`src/rtl/intan_emu_pkg.sv`:
```
// Shared types, constants and decode helpers for the Intan peripheral emulator.
package intan_emu_pkg;

   localparam int unsigned WORD_W       = 16;
   localparam int unsigned REG_W        = 8;
   localparam int unsigned ADDR_W       = 6;
   localparam int unsigned NUM_REGS     = 18;
   localparam int unsigned REG_IDX_W    = 5;
   localparam int unsigned WRITABLE_MAX = 17;
   localparam int unsigned RISE_CNT_W   = 5;
   localparam int unsigned BITS_PER_WORD = 16;

   localparam logic [WORD_W-1:0] CALIBRATE_CMD = 16'h5500;
   localparam logic [WORD_W-1:0] CLEAR_CMD     = 16'h6A00;

   // Read-only identity registers: 40..44 spell "INTAN", 60..63 are chip info.
   localparam logic [4:0][REG_W-1:0] ID_ROM   = {8'h4E, 8'h41, 8'h54, 8'h4E, 8'h49};
   localparam logic [3:0][REG_W-1:0] CHIP_ROM = {8'h01, 8'h20, 8'h00, 8'h01};

   typedef enum logic [1:0] {
      OP_CONVERT = 2'b00,
      OP_SPECIAL = 2'b01,
      OP_WRITE   = 2'b10,
      OP_READ    = 2'b11
   } opcode_e;

   typedef enum logic [1:0] {
      ST_IDLE,
      ST_SHIFT,
      ST_DONE
   } state_e;

   typedef struct packed {
      logic [WORD_W-1:0] a0;
      logic [WORD_W-1:0] b0;
      logic [WORD_W-1:0] a1;
      logic [WORD_W-1:0] b1;
   } response_t;

   function automatic logic [REG_W-1:0] rom_value(input logic [ADDR_W-1:0] addr);
      logic [REG_W-1:0] v;
      v = '0;
      if (addr >= 6'd40 && addr <= 6'd44) v = ID_ROM[3'(addr - 6'd40)];
      else if (addr >= 6'd60)             v = CHIP_ROM[2'(addr - 6'd60)];
      return v;
   endfunction

   function automatic logic [WORD_W-1:0] convert_word(input logic line, input logic sub,
                                                      input logic [ADDR_W-1:0] ch,
                                                      input logic [REG_W-1:0] fc8);
      return {line, sub, ch, fc8};
   endfunction

   function automatic response_t same_words(input logic [WORD_W-1:0] w);
      response_t r;
      r.a0 = w;
      r.b0 = w;
      r.a1 = w;
      r.b1 = w;
      return r;
   endfunction

endpackage

```
`src/rtl/sync_edge_detect.sv`:
```
// Multi-flop synchronizer for one asynchronous input with rise/fall pulses
// derived from the synchronized copy.
module sync_edge_detect #(
   parameter int unsigned STAGES  = 2,
   parameter logic        RST_VAL = 1'b0
) (
   input  logic clk,
   input  logic rst,
   input  logic d,
   output logic q,
   output logic rise_c,
   output logic fall_c
);

   logic [STAGES-1:0] sync_sr;
   logic              q_prev;

   always_ff @(posedge clk or posedge rst) begin
      if (rst) begin
         sync_sr <= {STAGES{RST_VAL}};
         q_prev  <= RST_VAL;
      end else begin
         sync_sr <= {sync_sr[STAGES-2:0], d};
         q_prev  <= sync_sr[STAGES-1];
      end
   end

   assign q      = sync_sr[STAGES-1];
   assign rise_c = q & ~q_prev;
   assign fall_c = ~q & q_prev;

endmodule

```
`src/rtl/intan_peripheral_emulator.sv`:
```
// SPI peripheral model of a dual-line Intan amplifier: decodes 16-bit commands
// and returns pipelined A/B response words on cipo0/cipo1.
module intan_peripheral_emulator
   import intan_emu_pkg::*;
#(
   parameter int unsigned SYNC_STAGES = 2,
   parameter int unsigned PIPE_DEPTH  = 2
) (
   input  logic        clk,
   input  logic        rst,
   input  logic        enable,
   input  logic        csn,
   input  logic        sclk,
   input  logic        copi,
   output logic        cipo0,
   output logic        cipo1,
   output logic [31:0] frame_count,
   output logic [15:0] bad_frame_count,
   output logic [15:0] last_command
);

   localparam int unsigned PIPE_LAST = PIPE_DEPTH - 1;

   logic csn_q, csn_rise_c, csn_fall_c;
   logic sclk_q, sclk_rise_c, sclk_fall_c;
   logic copi_q, copi_rise_c, copi_fall_c;
   logic unused_c;

   sync_edge_detect #(.STAGES(SYNC_STAGES), .RST_VAL(1'b1)) u_sync_csn (
      .clk(clk), .rst(rst), .d(csn), .q(csn_q), .rise_c(csn_rise_c), .fall_c(csn_fall_c));
   sync_edge_detect #(.STAGES(SYNC_STAGES), .RST_VAL(1'b0)) u_sync_sclk (
      .clk(clk), .rst(rst), .d(sclk), .q(sclk_q), .rise_c(sclk_rise_c), .fall_c(sclk_fall_c));
   sync_edge_detect #(.STAGES(SYNC_STAGES), .RST_VAL(1'b0)) u_sync_copi (
      .clk(clk), .rst(rst), .d(copi), .q(copi_q), .rise_c(copi_rise_c), .fall_c(copi_fall_c));

   assign unused_c = ^{csn_q, sclk_q, copi_rise_c, copi_fall_c};

   state_e                  state, state_next;
   logic                    do_load_c, do_rise_c, do_fall_c, do_commit_c, do_bad_c;
   response_t               pipe [PIPE_DEPTH];
   response_t               frame_resp;
   response_t               resp_c;
   logic [WORD_W-1:0]       cmd_sr;
   logic [RISE_CNT_W-1:0]   rise_cnt;
   logic [REG_W-1:0]        regs [NUM_REGS];
   logic [REG_W-1:0]        read_val_c;
   logic [3:0]              bit_idx_c;
   logic                    in_window_c;
   opcode_e                 cmd_op_c;
   logic [ADDR_W-1:0]       cmd_addr_c;
   logic [REG_W-1:0]        cmd_data_c;
   logic                    cmd_writable_c;

   always_ff @(posedge clk or posedge rst) begin
      if (rst) state <= ST_IDLE;
      else     state <= state_next;
   end

   always_comb begin
      state_next  = state;
      do_load_c   = 1'b0;
      do_rise_c   = 1'b0;
      do_fall_c   = 1'b0;
      do_commit_c = 1'b0;
      do_bad_c    = 1'b0;
      if (!enable) begin
         state_next = ST_IDLE;
      end else begin
         case (state)
            ST_IDLE: begin
               if (csn_fall_c) begin
                  state_next = ST_SHIFT;
                  do_load_c  = 1'b1;
               end
            end
            ST_SHIFT: begin
               if (csn_rise_c) begin
                  state_next = ST_DONE;
               end else begin
                  do_rise_c = sclk_rise_c;
                  do_fall_c = sclk_fall_c;
               end
            end
            ST_DONE: begin
               state_next = ST_IDLE;
               if (rise_cnt == RISE_CNT_W'(BITS_PER_WORD)) do_commit_c = 1'b1;
               else                                        do_bad_c    = 1'b1;
            end
            default: state_next = ST_IDLE;
         endcase
      end
   end

   // Bit position follows the rise count: rise k sends B[15-k], the fall after it A[14-k].
   assign in_window_c = rise_cnt < RISE_CNT_W'(BITS_PER_WORD);
   assign bit_idx_c   = ~rise_cnt[3:0];

   assign cmd_op_c       = opcode_e'(cmd_sr[15:14]);
   assign cmd_addr_c     = cmd_sr[13:8];
   assign cmd_data_c     = cmd_sr[7:0];
   assign cmd_writable_c = cmd_addr_c <= ADDR_W'(WRITABLE_MAX);

   always_comb begin
      read_val_c = rom_value(cmd_addr_c);
      if (cmd_writable_c) read_val_c = regs[REG_IDX_W'(cmd_addr_c)];
   end

   always_comb begin
      resp_c = '0;
      case (cmd_op_c)
         OP_CONVERT: begin
            resp_c.a0 = convert_word(1'b0, 1'b0, cmd_addr_c, frame_count[7:0]);
            resp_c.b0 = convert_word(1'b0, 1'b1, cmd_addr_c, frame_count[7:0]);
            resp_c.a1 = convert_word(1'b1, 1'b0, cmd_addr_c, frame_count[7:0]);
            resp_c.b1 = convert_word(1'b1, 1'b1, cmd_addr_c, frame_count[7:0]);
         end
         OP_SPECIAL: resp_c = same_words(16'h0000);
         OP_WRITE:   resp_c = same_words({8'hFF, cmd_data_c});
         OP_READ:    resp_c = same_words({8'h00, read_val_c});
         default:    resp_c = '0;
      endcase
   end

   // Serial datapath, response pipeline and register file.
   always_ff @(posedge clk or posedge rst) begin
      if (rst) begin
         cipo0           <= 1'b0;
         cipo1           <= 1'b0;
         frame_count     <= '0;
         bad_frame_count <= '0;
         last_command    <= '0;
         cmd_sr          <= '0;
         rise_cnt        <= '0;
         frame_resp      <= '0;
         for (int i = 0; i < int'(PIPE_DEPTH); i++) pipe[i] <= '0;
         for (int i = 0; i < int'(NUM_REGS); i++)   regs[i] <= '0;
      end else begin
         if (!enable || state == ST_DONE) begin
            cipo0 <= 1'b0;
            cipo1 <= 1'b0;
         end else if (do_load_c) begin
            cipo0 <= pipe[0].a0[15];
            cipo1 <= pipe[0].a1[15];
         end else if (do_rise_c) begin
            cipo0 <= in_window_c & frame_resp.b0[bit_idx_c];
            cipo1 <= in_window_c & frame_resp.b1[bit_idx_c];
         end else if (do_fall_c) begin
            cipo0 <= in_window_c & frame_resp.a0[bit_idx_c];
            cipo1 <= in_window_c & frame_resp.a1[bit_idx_c];
         end

         if (do_load_c) begin
            frame_resp <= pipe[0];
            rise_cnt   <= '0;
         end

         if (do_rise_c) begin
            if (in_window_c) cmd_sr <= {cmd_sr[14:0], copi_q};
            if (rise_cnt <= RISE_CNT_W'(BITS_PER_WORD)) rise_cnt <= rise_cnt + 1'b1;
         end

         if (do_commit_c) begin
            for (int i = 0; i < int'(PIPE_DEPTH) - 1; i++) pipe[i] <= pipe[i+1];
            pipe[PIPE_LAST] <= resp_c;
            frame_count     <= frame_count + 1'b1;
            last_command    <= cmd_sr;
            if (cmd_op_c == OP_WRITE && cmd_writable_c)
               regs[REG_IDX_W'(cmd_addr_c)] <= cmd_data_c;
         end

         if (do_bad_c && bad_frame_count != 16'hFFFF)
            bad_frame_count <= bad_frame_count + 1'b1;
      end
   end

endmodule

```
`config.mk`:
```
export PLATFORM = sky130hd
export DESIGN_NAME = intan_peripheral_emulator
export DESIGN_NICKNAME = d
export VERILOG_FILES = /design/src/rtl/intan_emu_pkg.sv /design/src/rtl/sync_edge_detect.sv /design/src/rtl/intan_peripheral_emulator.sv
export SDC_FILE = /design/constraint.sdc
export NUM_CORES = 1
export LEC_CHECK = 0
export CAP_MARGIN = 15
export CORE_AREA = 2 2 147 149
export DETAILED_ROUTE_END_ITERATION = 10
export DIE_AREA = 0 0 149 151
export GPL_ROUTABILITY_DRIVEN = 0
export GPL_TIMING_DRIVEN = 0
export MAX_ROUTING_LAYER = met4
export PLACE_DENSITY = 0.86
export SETUP_SLACK_MARGIN = 0.3
export SLEW_MARGIN = 20
export SYNTH_ARGS = -nofsm -noshare
export SYNTH_HDL_FRONTEND = slang
export SYNTH_HIERARCHICAL = 1
export SYNTH_SLANG_ARGS = --single-unit
```
`constraint.sdc`:
```
create_clock -name clk -period 24 [get_ports clk]
set_input_delay 4.8 -clock clk [delete_from_list [all_inputs] [get_ports clk]]
set_output_delay 4.8 -clock clk [all_outputs]
set_load 0.005 [all_outputs]
```
# After elaboration in Yosys (flattened, before gate mapping)
# Memory sizes are Yosys's and may differ from the RTL's.
# Index checks and enable logic that the tools add are counted.
# Widths: inputs -> output; s select.
[totals]
ff_bits = 433
romBits = 64
out_inout_bits = 66
word_cells = 146
inputBits = 6
memories = 1
[mem_list]
columns = ["memory", "depth", "word_bits", "rd", "rd_ports_with_merged_regs", "wr", "line", "source"]
rows = [
  ["(no name shown)", 8, 8, 1, 0, 0, "intan_emu_pkg.sv:43", "if (addr >= 6'd40 && addr <= 6'd44) v = ID_ROM[3'(addr - 6'd40)];"],
]
[classes]
magnitude_cmp = 11
muxes = 51
eq_ne = 9
n_bitwise = 14
reduce_logical = 12
add_sub_neg = 5
[ops]
columns = ["op", "count"]
rows = [
  ["$pmux 64 s4", 1],
  ["$bwmux 144", 1],
  ["$mux 8", 8],
  ["$bmux 8 s5", 1],
  ["$demux 8 s5", 1],
  ["$add 32x1->32 const B", 1],
  ["$mux 1", 27],
  ["$ge 6x6->1 const B", 3],
  ["$add 16x1->16 const B", 1],
  ["$bmux 1 s4", 4],
  ["$bmux 8 s2", 1],
  ["$ne 16x16->1 const B", 1],
  ["$mux 5", 3],
  ["$and 1x1->1", 8],
  ["$eq 2x2->1 const B", 3],
  ["$le 6x5->1 const B", 1],
  ["$le 6x6->1 const B", 1],
  ["$lt 6x1->1 const B", 1],
  ["$mux 2", 3],
  ["$ne 3x3->1 const B", 2],
  ["$not 5->6", 1],
  ["$reduce_and 2->1", 3],
  ["$add 5x1->5 const B", 1],
  ["$eq 5x5->1 const B", 1],
  ["16 further kinds", 24],
]

# Logic depth before layout (Yosys ltp)
[logic_depth]
depth_word = 9
ltp_mapped = 11

# By module
# Netlist, hierarchy kept.
[modules_own_cells]
columns = ["module", "cells_per_inst", "seq_area_each_um2", "instances", "area_each_um2"]
rows = [
  ["intan_peripheral_emulator", 1093, 7031.7, 1, 13052.5],
  ["sync_edge_detect at u_sync_copi ...", 6, 75.1, 2, 93.8],
  ["sync_edge_detect at u_sync_csn", 6, 78.8, 1, 97.6],
]

# Worst setup path after synthesis
# OpenSTA, ideal clock, no wires.
[synth_timing]
path_type = "input-to-reg"
start = "in enable"
end = "reg regs[114] (netlist name)"
path_buffers = 0
t_arrival_ns = 6.455
setup_ns = 0.128
stages = 5
slack_ns = 17.418
required_ns = 23.872
path_cell_list = "nand3b_1 -> or4_4 -> nor4_4 -> nand2_4 -> mux2_1"
[synth_via]
elab_chain_cells = 2
[synth_lines]
columns = ["element", "line", "source"]
rows = [
  ["start, declared", "intan_peripheral_emulator.sv:11", "input logic enable,"],
  ["$mux 1", "intan_peripheral_emulator.sv:66", "if (!enable) begin"],
  ["$reduce_and 2->1 (no line)", "n/a", ""],
  ["end signal, assigned by index", "intan_peripheral_emulator.sv:168", "regs[REG_IDX_W'(cmd_addr_c)] <= cmd_data_c;"],
  ["end, declared", "intan_peripheral_emulator.sv:45", "logic [REG_W-1:0] regs [NUM_REGS];"],
]
# Every way passes these cells.
# A chain may end at the register's enable or synchronous reset.

# Worst setup path after layout
[layout_timing]
start = "in enable"
end = "reg regs[83] (netlist name)"
# Same word-level chain as after synthesis.

==> results.tsv <==
metric	value	unit
crit path capture type	register	
# DRC	0	
Power Dens Cells	63.9	nW/um2
CTS Sinks	289	
Final Cycle Share	30.0	%
Hold Path Origin	u_sync_sclk/sync_sr[0]	
IO Pins	72	
Final Hold Vio Count	0	
Peak supply drop	0.0589	mV
First DRT Iteration DRCs	719	
WL/cell	20.9	um
Max Buffers Root-to-Sink	3	
Fmax achieved	139	MHz
largest net degree at the start of global routing	109	
layout cells sized above 1	21.4	%
unrepaired setup endpoints after global routing	no	
diode count	0	
fin crit period	7.19	ns
Initial Utilization	63.9	%
Clock Latency Late Sink	0.56	ns
first-pass GRT wire length	50300	um
M1 wire length	12700	um
via/cell ratio	6.14	
pins over their slew limit	0	
setup bufs post-CTS	0	
initial antenna violation count	0	
crit-path cells	clkdlybuf4s50_1 > nand3b_1 > or4_4 > nor3_2 > nand3_1 > mux2_1	
Avg Inst Size Synth	12.0	um2
status	complete, no violations	
relative slew slack	32.6	%
CTS Hold Bufs	0	
CTS tree	built	
highest metal layer with signal wires	met4	
Layout Skew	0.0247	ns
CTS H-Tree Depth	1	
area growth from synthesis to layout	15.8	%
slew at the pin closest to its max-slew limit	1.01	ns
Final TNS setup	0	ns
Worst path max stage delay	0.69	ns
die area	22500	um2
Hold WC Path Type	register to register	
Overflow after GRT	0	
CTS buffer count	30	
DP HPWL	21300	um
fillcell total	1382	
YS warnings	6	
FF-to-FF Start	cmd_sr[9]	
CTS root buffer	clkbuf_16	
chip height	151	um
crit path kind	primary input to register	
Tot GR Track Use	29.6	%
Met3 Routed Length	2020	um
max_cap viols	0	
core region area	20800	um2
Synth Instances	1108	
Setup Viol. Count Final	0	
mapped cell area	13300	um2
crit-path max FO	8	
Routed Antenna Nets	0	
Die W	149	um
Critical Path Source	enable	
Slowest-stage cell, CP	or4_4	
Detail Route met2 WL	15600	um
syn nets	1123	
Arr. time, crit path	7.63	ns
Pleak	7.21	nW
CP startpoint kind	primary input	
vias in the first global route	9425	
Port Buf Inserts	71	
Req. time, crit path	24.44	ns
fin nets	1228	
final WL	31600	um
Overall Power	0.984	mW
FP Rows	53	
via count	9283	
drt pass-1 iters	5	
cts repair resizes	0	
CTS clk-pin slew, worst paths	0.06	ns
-- report_power, final --
part           leakage [nW]  total (mW)  internal [mW]  switching (mW)
clock                 0.483       0.459          0.268           0.191
combinational          2.74      0.0296        0.00859          0.0210
sequential             3.99       0.495          0.492         0.00374
-- through the flow --
step                utilization [%]  hold WS (ns)  worst slack [ns]  cell area, um2  cells
finish                         73.9         0.356             16.81           15400   1511
global route                   73.9         0.370             16.71           15400   1511
CTS                            73.9         0.364             16.88           15400   1511
detailed placement             69.2         0.341             16.31           14400   1456
global placement               68.9         0.344              8.29           14400   1454
floorplan                         -         0.331             11.45           13300   1108
-- sequential cells by signal, summed over array words and instances, names as in the netlist, 5 cells and up --
| name | count |
|---|---|
| cmd_sr | 16 |
| frame_resp | 16 |
| rise_cnt | 5 |
| regs | 144 |
| pipe | 32 |
| bad_frame_count | 16 |
| frame_count | 32 |
| last_command | 16 |
-- cell type report --
| type | instances | area, um2 | area share (%) |
|---|---|---|---|
| Sequential cell | 289 | 7240 | 47.0 |
| Tap cell | 275 | 344 | 2.23 |
| Clock buffer | 43 | 850 | 5.52 |
| Clock inverter | 12 | 131 | 0.853 |
| Inverter | 22 | 90.1 | 0.585 |
| Timing Repair Buffer | 73 | 766 | 4.97 |
| Multi-Input combinational cell | 730 | 5710 | 37.1 |
| Buffer | 67 | 268 | 1.74 |
-- cell usage in the layout, fill, tap and decap left out, types with 8 or more instances in the layout --
master and n:
o21ai_0 29, nand4_1 16, clkbuf_1 62, mux2_1 8, mux4_2 33, nand3_1 22, xor2_1 17, nand2_1 192
ha_1 9, nor2b_1 10, xnor2_1 30, a21oi_1 14, inv_1 20, clkdlybuf4s50_1 71, and3_1 10, clkbuf_16 30
mux2_2 151, nor2_1 47, nor3_1 10, dfrtp_1 286, mux2i_1 29
-- final timing paths --
kind | endpoint | slack, ns | cells past startpoint
setup / recovery | regs[83] | 16.81 | 6
hold / removal | u_sync_sclk/sync_sr[1] | 0.36 | 0
setup reg to reg | regs[49] | 19.56 | 11
hold reg to reg | u_sync_sclk/sync_sr[1] | 0.36 | 0
max in group asynchronous | regs[64] | 18.31 | 3
min in group asynchronous | u_sync_copi/sync_sr[0] | 4.63 | 2
-- per-layer routing --
metal | up-vias | global-route usage [%]
li1 | 4113 | -
met1 | 4690 | 38.2
met2 | 393 | 48.7
met3 | 87 | 4.13
met4 | 0 | 11.0
met5 | - | -
-- critical path: cells and delay by family --
kind / cells / cell delay, ns
AND/OR/NAND/NOR: 4 / 1.73
buffers and inverters: 1 / 0.61
multiplexers: 1 / 0.49
(Power assumes the default switching activity.)
